## src/rtl/z80_bus_master_pkg.sv

```systemverilog
// z80_bus_master_pkg
// Shared definitions for the Z80 bus master: bus-cycle state encoding, refresh
// counter width and the refresh-address helper.
// No ports (package).

package z80_bus_master_pkg;

   localparam int unsigned R_WIDTH = 7;

   typedef enum logic [2:0] {
      st_idle,
      st_t1,
      st_t2,
      st_tw,
      st_t3,
      st_t4
   } bus_state_t;

   // Refresh address: I register on the high byte, bit 7 forced low, R[6:0] below.
   function automatic logic [15:0] refresh_addr(input logic [7:0]         i_val,
                                                input logic [R_WIDTH-1:0] r_val);
      return {i_val, 1'b0, r_val};
   endfunction

endpackage

```

## src/rtl/z80_bus_master_delay.sv

```systemverilog
// strobe_delay
// DELAY-stage shift register for the board-style delayed bus strobes.
// Every stage presets to all-ones (strobes inactive) on reset.
// Ports:
//   clk    in   1      clock
//   reset  in   1      asynchronous active-high reset
//   din    in   WIDTH  registered strobes to delay
//   dout   out  WIDTH  strobes delayed DELAY clocks

module strobe_delay #(
   parameter int unsigned DELAY = 1,
   parameter int unsigned WIDTH = 3
) (
   input  logic             clk,
   input  logic             reset,
   input  logic [WIDTH-1:0] din,
   output logic [WIDTH-1:0] dout
);

   logic [WIDTH-1:0] pipe [DELAY];

   always_ff @(posedge clk or posedge reset) begin
      if (reset) begin
         for (int unsigned i = 0; i < DELAY; i++) begin
            pipe[i] <= '1;
         end
      end else begin
         pipe[0] <= din;
         for (int unsigned i = 1; i < DELAY; i++) begin
            pipe[i] <= pipe[i-1];
         end
      end
   end

   assign dout = pipe[DELAY-1];

endmodule

```

## src/rtl/z80_bus_master.sv

```systemverilog
// z80_bus_master
// Z80-timed memory-cycle initiator. Converts a req/ack transaction into an
// opcode fetch (M1 + refresh), memory read or memory write bus cycle, one
// T-state per clock. All outputs are registered.
// Ports:
//   clk, reset              clock; async active-high reset
//   req, we, m1             request, write select, opcode-fetch select
//   addr_in, wdata, i_reg   transaction address, write data, refresh high byte
//   nwait                   active-low wait, sampled at end of T2 / each TW
//   data_in                 bus read data
//   ack, busy, rdata        completion pulse, cycle in progress, read data
//   addr, data_out, data_oe bus address, write data, data drive enable
//   nmreq nrd nwr nm1 nrfsh active-low strobes
//   nmreqd nrdd nrfshd      nmreq/nrd/nrfsh delayed DELAY clocks

module z80_bus_master
   import z80_bus_master_pkg::*;
#(
   parameter int unsigned DELAY = 1
) (
   input  logic        clk,
   input  logic        reset,
   input  logic        req,
   input  logic        we,
   input  logic        m1,
   input  logic [15:0] addr_in,
   input  logic [7:0]  wdata,
   input  logic [7:0]  i_reg,
   input  logic        nwait,
   output logic        ack,
   output logic        busy,
   output logic [7:0]  rdata,
   output logic [15:0] addr,
   output logic [7:0]  data_out,
   output logic        data_oe,
   output logic        nmreq,
   output logic        nrd,
   output logic        nwr,
   output logic        nm1,
   output logic        nrfsh,
   output logic        nmreqd,
   output logic        nrdd,
   output logic        nrfshd,
   input  logic [7:0]  data_in
);

   bus_state_t         state_q, state_d;
   logic               is_write_q, is_write_d;
   logic               is_fetch_q, is_fetch_d;
   logic [R_WIDTH-1:0] r_q, r_d;
   logic               ack_q, ack_d;
   logic               busy_q, busy_d;
   logic [7:0]         rdata_q, rdata_d;
   logic [15:0]        addr_q, addr_d;
   logic [7:0]         data_out_q, data_out_d;
   logic               data_oe_q, data_oe_d;
   logic               nmreq_q, nmreq_d;
   logic               nrd_q, nrd_d;
   logic               nwr_q, nwr_d;
   logic               nm1_q, nm1_d;
   logic               nrfsh_q, nrfsh_d;
   logic               req_write;
   logic [2:0]         dly;

   // A fetch request wins over we.
   assign req_write = we & ~m1;

   always_comb begin
      state_d    = state_q;
      is_write_d = is_write_q;
      is_fetch_d = is_fetch_q;
      r_d        = r_q;
      ack_d      = 1'b0;
      rdata_d    = rdata_q;
      addr_d     = addr_q;
      data_out_d = data_out_q;
      data_oe_d  = data_oe_q;
      nmreq_d    = nmreq_q;
      nrd_d      = nrd_q;
      nwr_d      = nwr_q;
      nm1_d      = nm1_q;
      nrfsh_d    = nrfsh_q;

      unique case (state_q)
         st_idle: begin
            if (req) begin
               state_d    = st_t1;
               is_write_d = req_write;
               is_fetch_d = m1;
               addr_d     = addr_in;
               nmreq_d    = 1'b0;
               nrd_d      = req_write;
               nm1_d      = ~m1;
               data_oe_d  = req_write;
               if (req_write) begin
                  data_out_d = wdata;
               end
            end
         end
         st_t1: begin
            state_d = st_t2;
            if (is_write_q) begin
               nwr_d = 1'b0;
            end
         end
         st_t2, st_tw: begin
            if (!nwait) begin
               state_d = st_tw;
            end else begin
               state_d = st_t3;
               // Fetch data is taken here; T3/T4 become the refresh slot.
               if (is_fetch_q) begin
                  rdata_d = data_in;
                  nrd_d   = 1'b1;
                  nm1_d   = 1'b1;
                  nrfsh_d = 1'b0;
                  addr_d  = refresh_addr(i_reg, r_q);
               end
            end
         end
         st_t3: begin
            if (is_fetch_q) begin
               state_d = st_t4;
               nmreq_d = 1'b1;
            end else begin
               state_d = st_idle;
               if (!is_write_q) begin
                  rdata_d = data_in;
               end
               nmreq_d   = 1'b1;
               nrd_d     = 1'b1;
               nwr_d     = 1'b1;
               data_oe_d = 1'b0;
               ack_d     = 1'b1;
            end
         end
         st_t4: begin
            state_d = st_idle;
            nrfsh_d = 1'b1;
            ack_d   = 1'b1;
            r_d     = r_q + R_WIDTH'(1);
         end
         default: begin
            state_d = st_idle;
         end
      endcase

      busy_d = (state_d != st_idle);
   end

   always_ff @(posedge clk or posedge reset) begin
      if (reset) begin
         state_q    <= st_idle;
         is_write_q <= 1'b0;
         is_fetch_q <= 1'b0;
         r_q        <= '0;
         ack_q      <= 1'b0;
         busy_q     <= 1'b0;
         rdata_q    <= '0;
         addr_q     <= '0;
         data_out_q <= '0;
         data_oe_q  <= 1'b0;
         nmreq_q    <= 1'b1;
         nrd_q      <= 1'b1;
         nwr_q      <= 1'b1;
         nm1_q      <= 1'b1;
         nrfsh_q    <= 1'b1;
      end else begin
         state_q    <= state_d;
         is_write_q <= is_write_d;
         is_fetch_q <= is_fetch_d;
         r_q        <= r_d;
         ack_q      <= ack_d;
         busy_q     <= busy_d;
         rdata_q    <= rdata_d;
         addr_q     <= addr_d;
         data_out_q <= data_out_d;
         data_oe_q  <= data_oe_d;
         nmreq_q    <= nmreq_d;
         nrd_q      <= nrd_d;
         nwr_q      <= nwr_d;
         nm1_q      <= nm1_d;
         nrfsh_q    <= nrfsh_d;
      end
   end

   strobe_delay #(
      .DELAY (DELAY),
      .WIDTH (3)
   ) u_strobe_delay (
      .clk   (clk),
      .reset (reset),
      .din   ({nmreq_q, nrd_q, nrfsh_q}),
      .dout  (dly)
   );

   assign ack      = ack_q;
   assign busy     = busy_q;
   assign rdata    = rdata_q;
   assign addr     = addr_q;
   assign data_out = data_out_q;
   assign data_oe  = data_oe_q;
   assign nmreq    = nmreq_q;
   assign nrd      = nrd_q;
   assign nwr      = nwr_q;
   assign nm1      = nm1_q;
   assign nrfsh    = nrfsh_q;
   assign nmreqd   = dly[2];
   assign nrdd     = dly[1];
   assign nrfshd   = dly[0];

endmodule

```

## config.mk

```make
export PLATFORM = sky130hd
export DESIGN_NAME = z80_bus_master
export DESIGN_NICKNAME = d
export VERILOG_FILES = /design/src/rtl/z80_bus_master_pkg.sv /design/src/rtl/z80_bus_master_delay.sv /design/src/rtl/z80_bus_master.sv
export SDC_FILE = /design/constraint.sdc
export NUM_CORES = 1
export LEC_CHECK = 0
export CAP_MARGIN = 15
export CORE_AREA = 5 5 98 63
export CTS_CLUSTER_SIZE = 12
export DETAILED_ROUTE_END_ITERATION = 10
export DIE_AREA = 0 0 103 68
export PLACE_DENSITY = 0.9
export SLEW_MARGIN = 20
export SYNTH_ARGS = -nofsm -noshare
export SYNTH_HDL_FRONTEND = slang
export SYNTH_SLANG_ARGS = --single-unit
```

## constraint.sdc

```tcl
create_clock -name clk -period 3.8 [get_ports clk]
set_input_delay 0.57 -clock clk [delete_from_list [all_inputs] [get_ports clk]]
set_output_delay 0.57 -clock clk [all_outputs]
set_load 0.005 [all_outputs]
```

---- Yosys cells after proc, flatten, opt, wreduce, memory -nomap -nowiden ----
Cells that the tools add are included.
Widths: inputs -> output; s select.
word-level totals
  bits of input ports ..................... 46
  register bits after elaboration ......... 55
  logic and storage cells ................. 79
cells by class
  add/subtract/negate cells ............... 1
  muxes and demuxes ....................... 31
  reductions and logical operators ........ 18
  bitwise gates (word level) .............. 2
  eq/ne operators ......................... 11
operator list
  cell                 number
  $mux 16              3
  $mux 8               4
  $pmux 16 s2          1
  $pmux 8 s2           1
  $ne 2x2->1 const B   6
  $pmux 1 s2           6
  $pmux 3 s4           1
  $reduce_and 3->1     4
  $mux 1               11
  $reduce_and 5->1     2
  $reduce_bool 2->1    5
  $mux 3               3
  $add 7x1->7 const B  1
  $eq 3x2->1 const B   2
  $eq 3x3->1 const B   2
  $reduce_bool 3->1    2
  $reduce_and 2->1     2
  $reduce_and 4->1     1
  $eq 3x1->1 const B   1
  $logic_not 3->1      1
  $pmux 1 s3           1
  $reduce_or 2->1      1
  $and 1x1->1          1
  $not 1->1            1

---- Longest topological paths before layout ----
Gate-level depths: netlist of the first run.
  depth after elaboration ................. 4
  depth in mapped cells ................... 6
  gate-level depth less buffers ........... 4

---- Modules after synthesis ----
Synthesis of the first run repeated with hierarchy kept, for this count alone.
second synthesis, totals
  cells, all modules ...................... 175
  area total of the unflattened synthesis .. 2429.8 um2
modules (own cells, without submodules)
  module          cells each  times used  area an instance (um2)
  z80_bus_master  171         1           2347.3
  strobe_delay    4           1           82.6

---- Worst setup path after synthesis of the first run ----
No wires, ideal clock.
  kind .................................... input to register
  from .................................... input port req
  to ...................................... register addr_q[0], in the netlist addr[0]
  stages on the path ...................... 4
  path slack .............................. 2.233 ns
  required time ........................... 3.674 ns
  library setup time ...................... 0.126 ns
  arrival ................................. 1.441 ns
  path buffers ............................ 1
  cell sequence ........................... or3b_4 -> a21oi_4 -> buf_2 -> a21oi_1
between the ends
  longest elaborated chain between the ends .. 2
ends and longest elaborated chain
  what                        RTL line               RTL
  start, declared             z80_bus_master.sv:23   input logic req,
  $ne 2x2->1 (no line)        --
  $reduce_and 4->1 (no line)  --
  end signal, assigned        z80_bus_master.sv:176  addr_q <= addr_d;
  end, declared               z80_bus_master.sv:54   logic [15:0] addr_q, addr_d;
No other way between the ends.
A chain may end at the register's enable or synchronous reset.

---- Final worst setup path of the first run ----
  from .................................... input port req
  to ...................................... register nm1_q, in the netlist nm1
between the ends
  longest elaborated chain between the ends .. 2
ends and longest elaborated chain
  what                        RTL line               RTL
  $ne 2x2->1 (no line)        --
  $reduce_and 4->1 (no line)  --
  end signal, assigned        z80_bus_master.sv:182  nm1_q <= nm1_d;
  end, declared               z80_bus_master.sv:60   logic nm1_q, nm1_d;
No other way between the ends.

==> impl_metrics.env, run 1 <==
export IMPL_cp_end_kind="flop"
export IMPL_drc=0
export IMPL_die_w_um=103
export IMPL_synth_most_common_cell="dfrtp_1"
export IMPL_setup_viol=0
export IMPL_cts_hold_buf=0
export IMPL_grt_pass1_vias=1780
export IMPL_tns_ns=0
export IMPL_power_total_uw=2629
export IMPL_max_slew_margin_pct=50.17
export IMPL_synth_fp_nets=243
export IMPL_initial_core_util_pct=44.63
export IMPL_status="complete, no violations"
export IMPL_synth_area_mm2=0.002369
export IMPL_post_cts_buffers=0
export IMPL_design_area_mm2=0.003392
export IMPL_yosys_most_used_dff="dfrtp_1"
export IMPL_root_buffer="clkbuf_8"
export IMPL_ir_worst_vdd_mv=0.3291
export IMPL_synth_cells=196
export IMPL_grt_pass1_wl_um=8376
export IMPL_place_area_mm2=0.003278
export IMPL_register_area_mm2=0.001386
export IMPL_rsz0062_at_grt="no"
export IMPL_ys_warnings_count=0
export IMPL_final_nets=330
export IMPL_timing_hold_violations_final=0
export IMPL_avgSynthCellArea_um2=12.08
export IMPL_powerDensity_mw_per_mm2=775.0
export IMPL_intPower_uw=1775
export IMPL_dp_hpwl_um=3977
export IMPL_report_final_slew_viol_count=0
export IMPL_clockPowerShare_pct=14.7
export IMPL_synth_edf_count=0
export IMPL_seqPwrFrac_pct=41.6
export IMPL_firstDrtPassIters=6
export IMPL_required_ns=4.03
export IMPL_num_fill_cells=438
export IMPL_clock_path_buffers=2
export IMPL_drive_above_1_share_pct=14.79
export IMPL_gr_total_overflow=0
export IMPL_n_antenna_cell=0
export IMPL_portBuffers=88
export IMPL_synth_common_cells="dfrtp_1 (47), a21oi_1 (20), mux2_2 (19)"
export IMPL_p_switching_uw=853.9
export IMPL_die_area_mm2=0.007004
export IMPL_cts_tree="done"
export IMPL_leakage_uw=0.001467
export IMPL_post_place_ws_ns=1.291
export IMPL_cts_sinks=55
export IMPL_routed_wl_um=5302
export IMPL_tightestPinTransition_ns=0.7457
export IMPL_synthToLayoutAreaGrowth_pct=43.21
export IMPL_fin_crit_sh_pct=57.67
export IMPL_fmax_mhz=456.3
export IMPL_place_congestion=0.7862
export IMPL_synth_seq_area_share_pct=58.53
export IMPL_final_setup_worst_slack_ns=1.609
export IMPL_clk_pin_slew_ns=0.11
export IMPL_io_pins=89
export IMPL_grt_antenna_before_repair=0
export IMPL_ys_seq_elements=55
export IMPL_cp_arrival_ns=2.42
export IMPL_via_per_inst=4.924
export IMPL_cts_made_buffers=5
export IMPL_cts_max_level=2
export IMPL_grt_max_degree=34
export IMPL_grt_usage_pct=15.35
export IMPL_synth_area_top_cells="dfrtp_1 (50%), mux2_2 (9.0%), dfstp_2 (8.9%), mux2i_1 (6.3%), a21oi_1 (4.2%)"
export IMPL_cap_viol_max_count=0
export IMPL_combinationalPowerShare_pct=43.7
export IMPL_multi_input_comb_area_um2=908.4
export IMPL_core_area_mm2=0.005308
export IMPL_rows=21
export IMPL_fin_crit_ns=2.191
export IMPL_crit_type="in -> reg"
export IMPL_finClkSkew_ns=0.01966
export IMPL_clk_latency_ns=0.31
export IMPL_synth_distinct_cells=31
export IMPL_switching_share_pct=32.48
export IMPL_drt_iter0_drc=80
export IMPL_cp_max_fo=33
export IMPL_cts_resized=0
export IMPL_r2r_slack_ns=1.79
export IMPL_cp_start_kind="input port"
export IMPL_vias=1738
export IMPL_final_antenna_net_count=0
export IMPL_synth_largest_area_cell="dfrtp_1"
export IMPL_wire_per_inst_um=15.02
export IMPL_die_h_um=68
export IMPL_synth_top_area_share_pct=49.66
export IMPL_min_path_type="reg -> reg"
export IMPL_synthArstFlopShare_pct=100.0
-- state kept, by name (all words and copies together) (netlist names), 3 cells and up --
register             cells
addr                    16
data_out                 8
rdata                    8
r_q                      7
state_q                  3
u_strobe_delay.dout      3
-- worst paths after layout --
check | start | end | cells past startpoint
max reg2reg | state_q[1] | nm1 | 4
min reg2reg | nrd | u_strobe_delay.dout[1] | 0
max | req | nm1 | 5
min | nrd | u_strobe_delay.dout[1] | 0
min in group asynchronous | reset | state_q[2] | 2
max in group asynchronous | reset | u_strobe_delay.dout[0] | 3
-- routing by layer --
layer,GRT usage (%),wire (µm),share of wire (%),vias to the layer above
li1,-,-,-,845
met1,19.79,2351,44,835
met2,24.84,2400,45,52
met3,5.804,510,9.6,6
met4,3.393,39,0.74,0
met5,0,0,0,-
-- critical path, stage by stage --
cell and delay [ns]:
clkdlybuf4s50_1 0.54, or3b_4 0.42, a21oi_4 0.62, nor2_1 0.10, a31oi_1 0.17
-- area by class of cell --
class | instances | share of cell area (%)
timing repair buffer | 89 | 26.19
clock inverter | 2 | 1.143
tap | 69 | 2.545
multi-input combinational | 129 | 26.78
clock buffer | 6 | 2.139
inverter | 3 | 0.3320
sequential | 55 | 40.87
-- per-stage QoR --
step	instances	hold WS (ns)	utilization, %
global placement	345	0.3649	61.76
detailed placement	345	0.3681	61.76
finish	353	0.3821	63.91
floorplan	196	0.3676	-
global route	353	0.3887	63.91
CTS	353	0.3834	63.86
-- kinds of logic (layout without fill, tap and decap cells) --
family          Yosys count  after routing  synth area share (%)
xor+xnor                  6              6                 2.219
mux                      34             34                 15.37
compound gates           30             30                 8.136
fa+ha+maj                 1              1                0.5282
flops                    55             55                 58.53
simple gates             58             58                 11.99
buf+inv                  12            100                 3.222
-- layout by cell type, fill, tap and decap left out, types with 2 or more instances in the layout --
master,count
mux2i_1,15
o21ai_0,4
nor2_1,18
inv_1,2
dfrtp_1,47
xor2_1,2
nand3_1,7
dfstp_2,8
nand3b_1,2
and3_1,2
a31oi_1,2
xnor2_1,4
clkbuf_8,5
a21oi_1,20
mux2_2,19
nor2b_1,6
nor3_1,2
nand2_1,15
clkdlybuf4s50_1,88
-- power by group through the flow --
stage                     Combinational, µW  Sequential (µW)  Clock, µW
after detailed placement               1170             1110          0
after global placement                 1120             1090          0
final                                  1150             1090        386
after CTS                              1170             1090        398
after floorplan                         625             1050          0
after global routing                   1260             1140        424
Power figures use the tool's default switching activity.
==> run 2: changes to the inputs <==
CORE_AREA = 5 5 106 68   (was 5 5 98 63)
DIE_AREA = 0 0 111 73   (was 0 0 103 68)
PLACE_DENSITY = 0.82   (was 0.9)
clock period = 2 ns   (was 3.8 ns; I/O delays follow)
==> run 2 against run 1 <==
  * Register-to-register slack worse by 1.5 ns
  * Critical path type is now reg -> reg
  * Critical endpoint is now rdata[7]
  * Power is 95% higher
  * Cell count is 7.9% higher
  * Global-route usage is 1.4 points lower
  * Routed wire length is 3.4% higher
  * Critical path depth is 2 lower
  * Combinational power is 110% higher
  * Clock power is 85% higher
  * Largest power group unchanged
==> impl_metrics.env, run 2 (synthesis results as in run 1) <==
export IMPL_num_fill_cells=539
export IMPL_power_total_uw=5119
export IMPL_report_final_slew_viol_count=0
export IMPL_routed_wl_um=5481
export IMPL_cts_made_buffers=5
export IMPL_portBuffers=88
export IMPL_mostFrequentLayoutCells="clkdlybuf4s50_1 (88), dfrtp_1 (47), a21oi_1 (20)"
export IMPL_utilization_pct=55.65
export IMPL_grt_usage_pct=13.91
export IMPL_die_w_um=111
export IMPL_cap_viol_max_count=0
export IMPL_cts_resized=0
export IMPL_powerDensity_mw_per_mm2=1460
export IMPL_timing_hold_violations_final=0
export IMPL_drive_above_1_share_pct=17.01
export IMPL_grt_pass1_vias=1844
export IMPL_cp_start_kind="flop"
export IMPL_crit_type="reg -> reg"
export IMPL_root_buffer="clkbuf_8"
export IMPL_final_common_cell="clkdlybuf4s50_1"
export IMPL_grt_pass1_wl_um=9121
export IMPL_vias=1801
export IMPL_final_nets=340
export IMPL_reg2reg_depth=3
export IMPL_final_antenna_net_count=0
export IMPL_grt_max_degree=34
export IMPL_finClkSkew_ns=0.01089
export IMPL_cp_arrival_ns=1.92
export IMPL_status="complete, no violations"
export IMPL_required_ns=2.19
export IMPL_io_pins=89
export IMPL_wire_per_inst_um=14.39
export IMPL_grt_antenna_before_repair=0
export IMPL_fmax_mhz=580.0
export IMPL_n_antenna_cell=0
export IMPL_die_area_mm2=0.008103
export IMPL_cts_sinks=55
export IMPL_clk_pin_slew_ns=0.10
export IMPL_clock_path_buffers=2
export IMPL_min_path_type="in -> async"
export IMPL_gr_total_overflow=0
export IMPL_place_congestion=0.8312
export IMPL_max_slew_margin_pct=55.40
export IMPL_cp_max_fo=8
export IMPL_ir_worst_vdd_mv=0.5092
export IMPL_setup_viol=0
export IMPL_tightestPinTransition_ns=0.6667
export IMPL_largest_register_ffs=16
export IMPL_final_setup_worst_slack_ns=0.2759
export IMPL_cts_hold_buf=0
export IMPL_leakage_uw=0.001520
export IMPL_rows=23
export IMPL_cts_tree="done"
export IMPL_r2r_slack_ns=0.28
export IMPL_fin_crit_sh_pct=86.20
export IMPL_tns_ns=0
export IMPL_firstDrtPassIters=4
export IMPL_clk_latency_ns=0.30
export IMPL_post_place_ws_ns=0.02762
export IMPL_core_area_mm2=0.006302
export IMPL_fin_crit_ns=1.724
export IMPL_synthToLayoutAreaGrowth_pct=48.07
export IMPL_via_per_inst=4.727
export IMPL_cp_end_kind="flop"
export IMPL_drc=0
export IMPL_timing_rr_end="rdata[7]"
export IMPL_post_cts_buffers=0
export IMPL_cts_max_level=2
export IMPL_die_h_um=73
export IMPL_drt_iter0_drc=100
export IMPL_multi_input_comb_area_um2=905.9
export IMPL_register_area_mm2=0.001386
export IMPL_initial_core_util_pct=37.58
export IMPL_dp_hpwl_um=4146
export IMPL_rsz0062_at_grt="no"
export IMPL_r2r_start="state_q[2]"
[run 2: how the worst max path moves through the flow]
stage	cells past startpoint	start	slack, ns	end
3_5_place_dp	5	nwait	0.03	rdata[3]
5_1_grt	3	state_q[2]	0.16	rdata[0]
4_1_cts	3	state_q[2]	0.29	rdata[3]
6_report	3	state_q[2]	0.28	rdata[7]
2_1_floorplan	1	reset	0.37	ack
3_3_place_gp	5	nwait	0.08	rdata[3]
[run 2: layer usage]
layer / GRT usage (%) / part of all wire [%] / up-vias / wire, µm
met2: 21.77 / 46 / 66 / 2538
li1: - / - / 873 / -
met3: 4.308 / 7.3 / 4 / 402
met4: 3.689 / 1.0 / 0 / 56
met5: 0 / 0 / - / 0
met1: 18.98 / 45 / 858 / 2484
[run 2: critical path, stage by stage (launching register included)]
cell and delay [ns]:
dfrtp_1 0.49, nand2b_1 0.15, o41ai_4 0.57, mux2_2 0.41
[run 2: through the flow]
step / cells / area (µm²) / hold slack (ns)
floorplan: 196 / 2369 / 0.3621
global placement: 373 / 3401 / 0.3669
detailed placement: 373 / 3401 / 0.3712
CTS: 381 / 3507 / 0.3223
global route: 381 / 3507 / 0.3357
finish: 381 / 3507 / 0.3078
[run 2: power by group]
group | total, µW | leakage (µW) | switching [µW] | internal, µW
Clock | 714 | 0.0000524 | 339 | 375
Sequential | 1990 | 0.000646 | 324 | 1670
Combinational | 2420 | 0.000821 | 955 | 1460
Total | 5120 | 0.00152 | 1620 | 3500
[run 2: layout make-up]
cell class | count | share of cell area [%]
Clock buffer | 7 | 2.176
Timing Repair Buffer | 99 | 28.18
Sequential cell | 55 | 39.53
Tap cell | 87 | 3.104
Clock inverter | 1 | 0.8562
Inverter | 3 | 0.3211
Multi-Input combinational cell | 129 | 25.83
